`src/rtl/rr_xbar_pkg.sv`:
```
// Shared state and command encodings for the 2x2 round-robin crossbar request path.
// Used by rr_master_req_ctrl and rr_ack_arbiter.
package rr_xbar_pkg;

  typedef enum logic [1:0] {
    NO_REQ = 2'd0,
    WAIT   = 2'd1,
    W_ACK  = 2'd2,
    W_DATA = 2'd3
  } req_state_e;

  localparam logic CMD_RD = 1'b0;
  localparam logic CMD_WR = 1'b1;

endpackage

```
`src/rtl/rr_master_req_ctrl_if.sv`:
```
// Master-side transaction bus of rr_master_req_ctrl.
// The master modport is the requesting master; the slave modport is the request controller.
interface rr_master_req_ctrl_if #(
  parameter int unsigned ADDR_W = 32,
  parameter int unsigned DATA_W = 32
);

  logic              m_req;
  logic [ADDR_W-1:0] m_addr;
  logic              m_cmd;
  logic [DATA_W-1:0] m_wdata;
  logic              m_ack;
  logic              m_resp;
  logic [DATA_W-1:0] m_rdata;
  logic              m_err;

  modport master (
    output m_req,
    output m_addr,
    output m_cmd,
    output m_wdata,
    input  m_ack,
    input  m_resp,
    input  m_rdata,
    input  m_err
  );

  modport slave (
    input  m_req,
    input  m_addr,
    input  m_cmd,
    input  m_wdata,
    output m_ack,
    output m_resp,
    output m_rdata,
    output m_err
  );

endinterface

```
`src/rtl/rr_req_timeout_cnt.sv`:
```
// Cycle counter for the W_ACK/W_DATA timeout; expired is high in the LIMIT-th enabled cycle
// after a clear.
module rr_req_timeout_cnt #(
  parameter int unsigned LIMIT = 255
) (
  input  logic clk,
  input  logic rst,
  input  logic clear,
  input  logic enable,
  output logic expired
);

  localparam int unsigned CntW = $clog2(LIMIT + 1);

  logic [CntW-1:0] cnt_q;

  always_ff @(posedge clk) begin
    if (rst || clear) begin
      cnt_q <= '0;
    end else if (enable && !expired) begin
      cnt_q <= cnt_q + 1'b1;
    end
  end

  assign expired = enable && (cnt_q == CntW'(LIMIT - 1));

endmodule

```
`src/rtl/rr_master_req_ctrl.sv`:
```
// Per-master request tracker: latches one transaction and walks NO_REQ/WAIT/W_ACK/W_DATA.
// Optional timeout abort in W_ACK/W_DATA is enabled by defining RR_REQ_TIMEOUT_EN.
import rr_xbar_pkg::*;

module rr_master_req_ctrl #(
  parameter int unsigned ADDR_W    = 32,
  parameter int unsigned DATA_W    = 32,
  parameter int unsigned TO_CYCLES = 255
) (
  input  logic                 clk,
  input  logic                 rst,
  rr_master_req_ctrl_if.slave  mst,
  input  logic [1:0]           s_busy,
  output logic                 s_req,
  output logic [ADDR_W-1:0]    s_addr,
  output logic                 s_cmd,
  output logic [DATA_W-1:0]    s_wdata,
  input  logic                 ack_in,
  input  logic                 s_resp,
  input  logic [DATA_W-1:0]    s_rdata,
  output logic [1:0]           req_stat,
  output logic                 sfor
);

  if (TO_CYCLES < 1) begin : g_to_check
    $error("TO_CYCLES must be at least 1");
  end

  req_state_e        state_q;
  logic              s_req_q;
  logic              sfor_q;
  logic [ADDR_W-1:0] addr_q;
  logic              cmd_q;
  logic [DATA_W-1:0] wdata_q;

`ifdef RR_REQ_TIMEOUT_EN
  logic m_err_q;
  logic to_clr;
  logic to_en;
  logic to_expired;

  // Restart the count on every entry into W_ACK or W_DATA.
  assign to_clr = ((state_q == WAIT) && !s_busy[sfor_q]) ||
                  ((state_q == W_ACK) && ack_in && (cmd_q == CMD_RD));
  assign to_en  = (state_q == W_ACK) || (state_q == W_DATA);

  rr_req_timeout_cnt #(
    .LIMIT (TO_CYCLES)
  ) u_timeout_cnt (
    .clk     (clk),
    .rst     (rst),
    .clear   (to_clr),
    .enable  (to_en),
    .expired (to_expired)
  );

  assign mst.m_err = m_err_q;
`else
  assign mst.m_err = 1'b0;
`endif

  always_ff @(posedge clk) begin
    if (rst) begin
      state_q <= NO_REQ;
      s_req_q <= 1'b0;
      sfor_q  <= 1'b0;
      addr_q  <= '0;
      cmd_q   <= CMD_RD;
      wdata_q <= '0;
`ifdef RR_REQ_TIMEOUT_EN
      m_err_q <= 1'b0;
`endif
    end else begin
`ifdef RR_REQ_TIMEOUT_EN
      m_err_q <= 1'b0;
`endif
      unique case (state_q)
        NO_REQ: begin
          if (mst.m_req) begin
            addr_q  <= mst.m_addr;
            cmd_q   <= mst.m_cmd;
            wdata_q <= mst.m_wdata;
            sfor_q  <= mst.m_addr[ADDR_W-1];
            state_q <= WAIT;
          end
        end
        WAIT: begin
          if (!s_busy[sfor_q]) begin
            s_req_q <= 1'b1;
            state_q <= W_ACK;
          end
        end
        W_ACK: begin
          // An ack in the limit cycle takes priority over the timeout.
          if (ack_in) begin
            s_req_q <= 1'b0;
            state_q <= (cmd_q == CMD_WR) ? NO_REQ : W_DATA;
          end
`ifdef RR_REQ_TIMEOUT_EN
          else if (to_expired) begin
            s_req_q <= 1'b0;
            m_err_q <= 1'b1;
            state_q <= NO_REQ;
          end
`endif
        end
        W_DATA: begin
          if (s_resp) begin
            state_q <= NO_REQ;
          end
`ifdef RR_REQ_TIMEOUT_EN
          else if (to_expired) begin
            m_err_q <= 1'b1;
            state_q <= NO_REQ;
          end
`endif
        end
      endcase
    end
  end

  assign mst.m_ack   = ack_in && (state_q == W_ACK);
  assign mst.m_resp  = s_resp && (state_q == W_DATA);
  assign mst.m_rdata = s_rdata;

  assign s_req    = s_req_q;
  assign s_addr   = addr_q;
  assign s_cmd    = cmd_q;
  assign s_wdata  = wdata_q;
  assign req_stat = state_q;
  assign sfor     = sfor_q;

endmodule

```
`src/flat_wrapper.sv`:
```
// flat-port wrapper written by rule: the top's interface ports become plain ports
module rr_master_req_ctrl_flat 
#(
  parameter int unsigned ADDR_W    = 32,
  parameter int unsigned DATA_W    = 32,
  parameter int unsigned TO_CYCLES = 255
)
  (clk, rst, s_busy, s_req, s_addr, s_cmd, s_wdata, ack_in, s_resp, s_rdata, req_stat, sfor, mst_m_req, mst_m_addr, mst_m_cmd, mst_m_wdata, mst_m_ack, mst_m_resp, mst_m_rdata, mst_m_err);
  rr_master_req_ctrl_if #(.ADDR_W(ADDR_W), .DATA_W(DATA_W)) mst_i ();
  input  logic clk;
  input  logic rst;
  input  logic [1:0] s_busy;
  output logic s_req;
  output logic [ADDR_W-1:0] s_addr;
  output logic s_cmd;
  output logic [DATA_W-1:0] s_wdata;
  input  logic ack_in;
  input  logic s_resp;
  input  logic [DATA_W-1:0] s_rdata;
  output logic [1:0] req_stat;
  output logic sfor;
  input wire logic [$bits(mst_i.m_req)-1:0] mst_m_req;
  input wire logic [$bits(mst_i.m_addr)-1:0] mst_m_addr;
  input wire logic [$bits(mst_i.m_cmd)-1:0] mst_m_cmd;
  input wire logic [$bits(mst_i.m_wdata)-1:0] mst_m_wdata;
  output wire logic [$bits(mst_i.m_ack)-1:0] mst_m_ack;
  output wire logic [$bits(mst_i.m_resp)-1:0] mst_m_resp;
  output wire logic [$bits(mst_i.m_rdata)-1:0] mst_m_rdata;
  output wire logic [$bits(mst_i.m_err)-1:0] mst_m_err;
  assign mst_i.m_req = mst_m_req;
  assign mst_i.m_addr = mst_m_addr;
  assign mst_i.m_cmd = mst_m_cmd;
  assign mst_i.m_wdata = mst_m_wdata;
  assign mst_m_ack = mst_i.m_ack;
  assign mst_m_resp = mst_i.m_resp;
  assign mst_m_rdata = mst_i.m_rdata;
  assign mst_m_err = mst_i.m_err;
  rr_master_req_ctrl #(.ADDR_W(ADDR_W), .DATA_W(DATA_W), .TO_CYCLES(TO_CYCLES)) u_core (.clk(clk), .rst(rst), .mst(mst_i), .s_busy(s_busy), .s_req(s_req), .s_addr(s_addr), .s_cmd(s_cmd), .s_wdata(s_wdata), .ack_in(ack_in), .s_resp(s_resp), .s_rdata(s_rdata), .req_stat(req_stat), .sfor(sfor));
endmodule
```
`config.mk`:
```
export PLATFORM = sky130hd
export DESIGN_NAME = rr_master_req_ctrl_flat
export DESIGN_NICKNAME = d
export VERILOG_FILES = /design/src/rtl/rr_xbar_pkg.sv /design/src/rtl/rr_master_req_ctrl_if.sv /design/src/rtl/rr_req_timeout_cnt.sv /design/src/rtl/rr_master_req_ctrl.sv /design/src/flat_wrapper.sv
export SDC_FILE = /design/constraint.sdc
export NUM_CORES = 1
export LEC_CHECK = 0
export ABC_AREA = 1
export CELL_PAD_IN_SITES_DETAIL_PLACEMENT = 0
export CELL_PAD_IN_SITES_GLOBAL_PLACEMENT = 1
export CORE_AREA = 2 2 120 122
export CTS_CLUSTER_DIAMETER = 50
export CTS_CLUSTER_SIZE = 10
export DETAILED_ROUTE_END_ITERATION = 10
export DIE_AREA = 0 0 122 124
export HOLD_SLACK_MARGIN = 0.1
export PLACE_DENSITY_LB_ADDON = 0.05
export SYNTH_ARGS = -nofsm -noshare
export SYNTH_HDL_FRONTEND = slang
export SYNTH_SLANG_ARGS = --single-unit
```
`constraint.sdc`:
```
create_clock -name clk -period 1.3 [get_ports clk]
set_clock_uncertainty 0.15 [all_clocks]
set_input_delay 0.13 -clock clk [delete_from_list [all_inputs] [get_ports clk]]
set_output_delay 0.13 -clock clk [all_outputs]
set_load 0.05 [all_outputs]
```
# Word-level counts from Yosys, hierarchy flattened
# Index checks and enable logic that the tools add are counted.
# W data, S select, Z words.
[word_totals] regBits=69 latch_bits=0 ram_bits=0 romBits=0 in_bits=104 output_inout_bits=104 elab_cells=32 memories=0
[classes] n_addsub=0 mul=0 n_div=0 n_lt_le_gt_ge=1 n_eq_ne=7 shifts=0 mux=11 bitwise_logic=0 n_reduce_logical=7
[ops] operator="$mux W2" count=5
[ops] operator="$ne A2 B2 Y1 const B" count=4
[ops] operator="$pmux W2 S4" count=1
[ops] operator="$eq A2 B2 Y1 const B" count=2
[ops] operator="$mux W1" count=4
[ops] operator="$reduce_and A4 Y1" count=1
[ops] operator="$reduce_and A3 Y1" count=1
[ops] operator="$eq A2 B1 Y1 const B" count=1
[ops] operator="$logic_and A1 B1 Y1" count=2
[ops] operator="$logic_not A2 Y1" count=1
[ops] operator="$lt A1 B2 Y1 const B" count=1
[ops] operator="$pmux W1 S2" count=1
[ops] operator="$reduce_and A2 Y1" count=1
[ops] operator="$reduce_bool A2 Y1" count=1

# Longest topological paths before layout
[depth] depth_word=4 depth_mapped=7 ltp_nobuf=7

# Least setup slack after synthesis
# OpenSTA, ideal clock, no wires.
[synth_timing] kind="register -> output" start="register u_core.state_q[0] (netlist: u_core.req_stat[0])" end="output port mst_m_resp" arrival_time_ns=1.994 required_ns=1.020 slack_ns=-0.974 stages_incl_launch_ff=3 path_buffers=0 cell_sequence="dfxtp_1 -> inv_1 -> nor3_1"
[synth_via] elab_chain_len=2
[synth_lines] item="start, declared" line_no="rr_master_req_ctrl.sv:29" text="req_state_e state_q;"
[synth_lines] item="start signal, assigned" line_no="rr_master_req_ctrl.sv:97" text="state_q <= (cmd_q == CMD_WR) ? NO_REQ : W_DATA;"
[synth_lines] item="$eq A2 B2 Y1" line_no="rr_master_req_ctrl.sv:123" text="assign mst.m_resp = s_resp && (state_q == W_DATA);"
[synth_lines] item="$logic_and A1 B1 Y1" line_no="rr_master_req_ctrl.sv:123"
[synth_lines] item="end, declared" line_no="flat_wrapper.sv:27" text="output wire logic [$bits(mst_i.m_resp)-1:0] mst_m_resp;"
# Every way passes these cells.

# Final worst setup path
# Ends and elaborated chain as after synthesis.

==> impl.org <==
** Setup path
- Launching element type of the critical path :: register
- Most common cell type on the critical path :: buf_6
- Total buffers and inverters traversed by the critical path :: 4
- Data on the critical path is required at its endpoint by 1.02 ns.
- Across all register-to-register paths, the minimum setup slack is -0.19 ns.
- STA puts the critical path data arrival time at 1.26 ns.
- Chain of cells forming the critical path :: buf_6 -> inv_4 -> buf_6 -> nor3_4 -> buf_12
- Grouping stages by cell kind, the critical path spends the most delay in buffers and inverters.
- Critical setup path kind :: reg -> out
- Worst Path Max Fanout :: 3
- Crit path largest cell delay :: 0.34 ns
- CP Capture Type :: primary output
- Slowest-stage cell, CP :: dfxtp_4

** Logic synthesis
- After technology mapping, the gate count stands at 353.
- The share of synthesized area in the top cell type comes to 0.5044.
- By count the netlist is led by nor2_1, dfxtp_1, o21ai_0.
- Library cell with the highest instance count after synthesis :: nor2_1
- Mean post-synth cell area :: 7.645 sq um
- Async set-or-reset flop fraction in the synthesized netlist :: 0
- For this run, the register share of the synthesized area comes to 0.5044.
- The Yosys step of the flow raised 0 warnings.
- After synthesis, the netlist uses 18 different library cells.
- Counting flops and latches in the post-synthesis netlist gives 68.
- Number of flops mapped to enable cells by yosys :: 0
- In the synthesized netlist the dominant register cell turns out to be dfxtp_1.
- Synth area leader :: dfxtp_1
- Post-synthesis cell area :: 0.002699 sq mm
- Cell types occupying the most area after synthesis :: dfxtp_1, nor2_1, buf_4
- Post-synth net total :: 457

** Routing
- For this run, design rule violations remaining after detail routing come to 0.
- Once detail routing completed, the nets flagged for antenna violations numbered 0.
- Detailed-route wire length :: 10.24 mm
- First drt pass iteration count :: 4
- Via density per instance :: 4.026
- Initial drt markers :: 134
- The final route contains 2738 vias.
- Routed length per instance :: 15.06 microns

** Finish
- Area delta synth->final :: 125.8%
- Antenna diode instance count :: 0
- Ratio of cells with drive above 1 in the final layout :: 0.4300
- Net total in the final layout :: 599
- After filler insertion, the fill cell instance count of the layout stands at 1330.
- Final Non-Filler Cells :: 680
- Final core utilization :: 0.4441

** Clock tree
- Clock-pin slew on the worst setup and hold paths :: 0.05 ns
- Counting every sink on the clock net gives 68.
- The clock tree synthesis step divided the H-tree into 3 levels.
- In this run, CTS created clock tree buffers numbering 9.
- The tree is rooted in a clkbuf_16.
- Buffer levels on the longest clock path :: 2
- The later pin in the worst-skew pair is clocked with a latency of 0.33 ns.
- TritonCTS clock tree :: done

** Global routing
- Global route overflow :: 0
- For met1 alone, demand over resource in global routing was 0.1574.
- Entering global routing, the biggest net connects 25 pins.
- The number of global-route vias before repair is 2790.
- Met2 track demand over resource in global routing :: 0.2154
- The first global-routing pass estimated 15.08 mm of wire.
- The initial antenna violation count was 0.
- Met3 Use GR :: 0.05037
- Most utilized layer in the global route result :: met2
- Across every metal layer, demand over resource in global routing totals 0.1338.

** Status
- The checks that failed: negative setup slack.
- Status :: finished, violations left

** Floorplanning
- In this run the horizontal extent of the chip is 122 microns.
- The floorplan has 43 rows.
- Measured along the y axis, the die boundary spans 124 microns.
- 208 I/O pins were placed.
- Core area :: 0.01372 sq mm
- Overall die area :: 0.01513 sq mm
- The initial utilization of the core area, before any placement, comes to 0.1967.

** STA
- Final Hold Slack :: 0.1100 ns
- Final setup violating endpoints :: 71
- Across all setup checks in the final design, the least slack found is -0.2391 ns.
- For the final routed database, the setup TNS stands at -11.03 ns.
- Number of hold violations in the final report :: 0
- Setup repair after global routing could not meet its margin everywhere.
- Maximum operating frequency :: 649.7 MHz
- Final max-slew violation count :: 0
- For the finished layout, the period the worst path requires is 1.539 ns.
- In the finished design, the share of the clock period the worst path needs comes to 1.184.

** Flow run
- Max-cap violations in this run came to 0.

** Place
- Port buffering added 142 buffers.
- Routability-driven placement finished with a final weighted congestion of 0.6767.
- DP Worst Slack :: -0.2353 ns
- Once placement completed, the tool counted placed cells totaling 640.
- Once detailed placement completed, the half-perimeter wirelength came to 6.489 mm.

** Pwr
- Peak supply drop :: 0.0007522 V
- For this design the ratio of total power to cell area is 2463 mW/mm^2.
- LEAKAGE :: 2.485 nW

** Worst hold path
- The path class of the tightest hold or removal check is in -> out.
[cell families (layout without fill, tap and decap cells)]
family	after synthesis	after routing	synth area share
AND/OR/NAND/NOR	147	147	0.2096
buffers and inverters	65	212	0.1507
flip-flops	68	68	0.5044
other	1	1	0.001389
AO/OA/AOI/OAI	72	72	0.1340
[cells in the final DEF, fill, tap and decap left out, drive strengths merged]
| master | synthesis | layout |
|---|---|---|
| a31oi | 1 | 1 |
| clkbuf | 9 | 16 |
| nor2 | 129 | 129 |
| o21ai | 67 | 67 |
| nor3 | 1 | 1 |
| nand2 | 11 | 11 |
| dfxtp | 68 | 68 |
| conb | 1 | 1 |
| clkdlybuf4s50 | 0 | 71 |
| clkinv | 0 | 2 |
| buf | 45 | 111 |
| bufinv | 0 | 1 |
| a21oi | 4 | 4 |
| nand3 | 6 | 6 |
| inv | 11 | 11 |
[power by group]
part           switching, mW  internal [mW]
sequential             0.638           2.72
clock                  0.924           1.75
combinational           4.40           4.57
total                   5.96           9.04
[cell type report]
cell class                      count  area (sq um)  share of cell area
Inverter                           11         51.30            0.008419
Sequential cell                    68          1371              0.2251
Timing Repair Buffer              185          2879              0.4725
Multi-Input combinational cell    220          1235              0.2027
Clock inverter                      3         40.04            0.006571
Clock buffer                       13         291.5             0.04784
Tap cell                          180         225.2             0.03696
[final timing paths]
path,cells past startpoint,to,start
setup / recovery,5,mst_m_resp,u_core.req_stat[0]
setup reg to reg,9,u_core.s_wdata[0],u_core.req_stat[0]
hold / removal,0,mst_m_rdata[11],s_rdata[11]
hold reg to reg,2,u_core.sfor,u_core.sfor
[state kept, by name (all words and copies together) (netlist names)]
register	count
u_core.s_wdata	32
u_core.s_cmd	1
u_core.req_stat	2
u_core.s_req	1
u_core.s_addr	31
u_core.sfor	1
[metal layers]
| metal | share of wire | vias to the layer above |
|---|---|---|
| li1 | - | 1375 |
| met1 | 0.41 | 1254 |
| met2 | 0.49 | 96 |
| met3 | 0.083 | 13 |
| met4 | 0.017 | 0 |
| met5 | 0 | - |
[timing repair]
action	4_1_cts	5_1_grt
hold buffers	0	0
buffers inserted	18	3
gates resized for setup	124	31
setup endpoints to repair	68	70
cloned	9	3
pin swaps	23	35
[worst reg2reg max path: cells and delay by family (launching register included)]
family | cells | cell delay, ns
and+or+nand+nor | 4 | 0.39
buffers and inverters | 5 | 0.55
DFF | 1 | 0.34
[stage by stage]
stage / cell area, sq um / total power [mW]
after floorplan: 2728 / 6.938
after global placement: 4975 / 10.52
after detailed placement: 4975 / 10.55
after CTS: 6067 / 15.19
after global routing: 6093 / 15.76
final: 6093 / 15.01
Power figures use the tool's default switching activity.
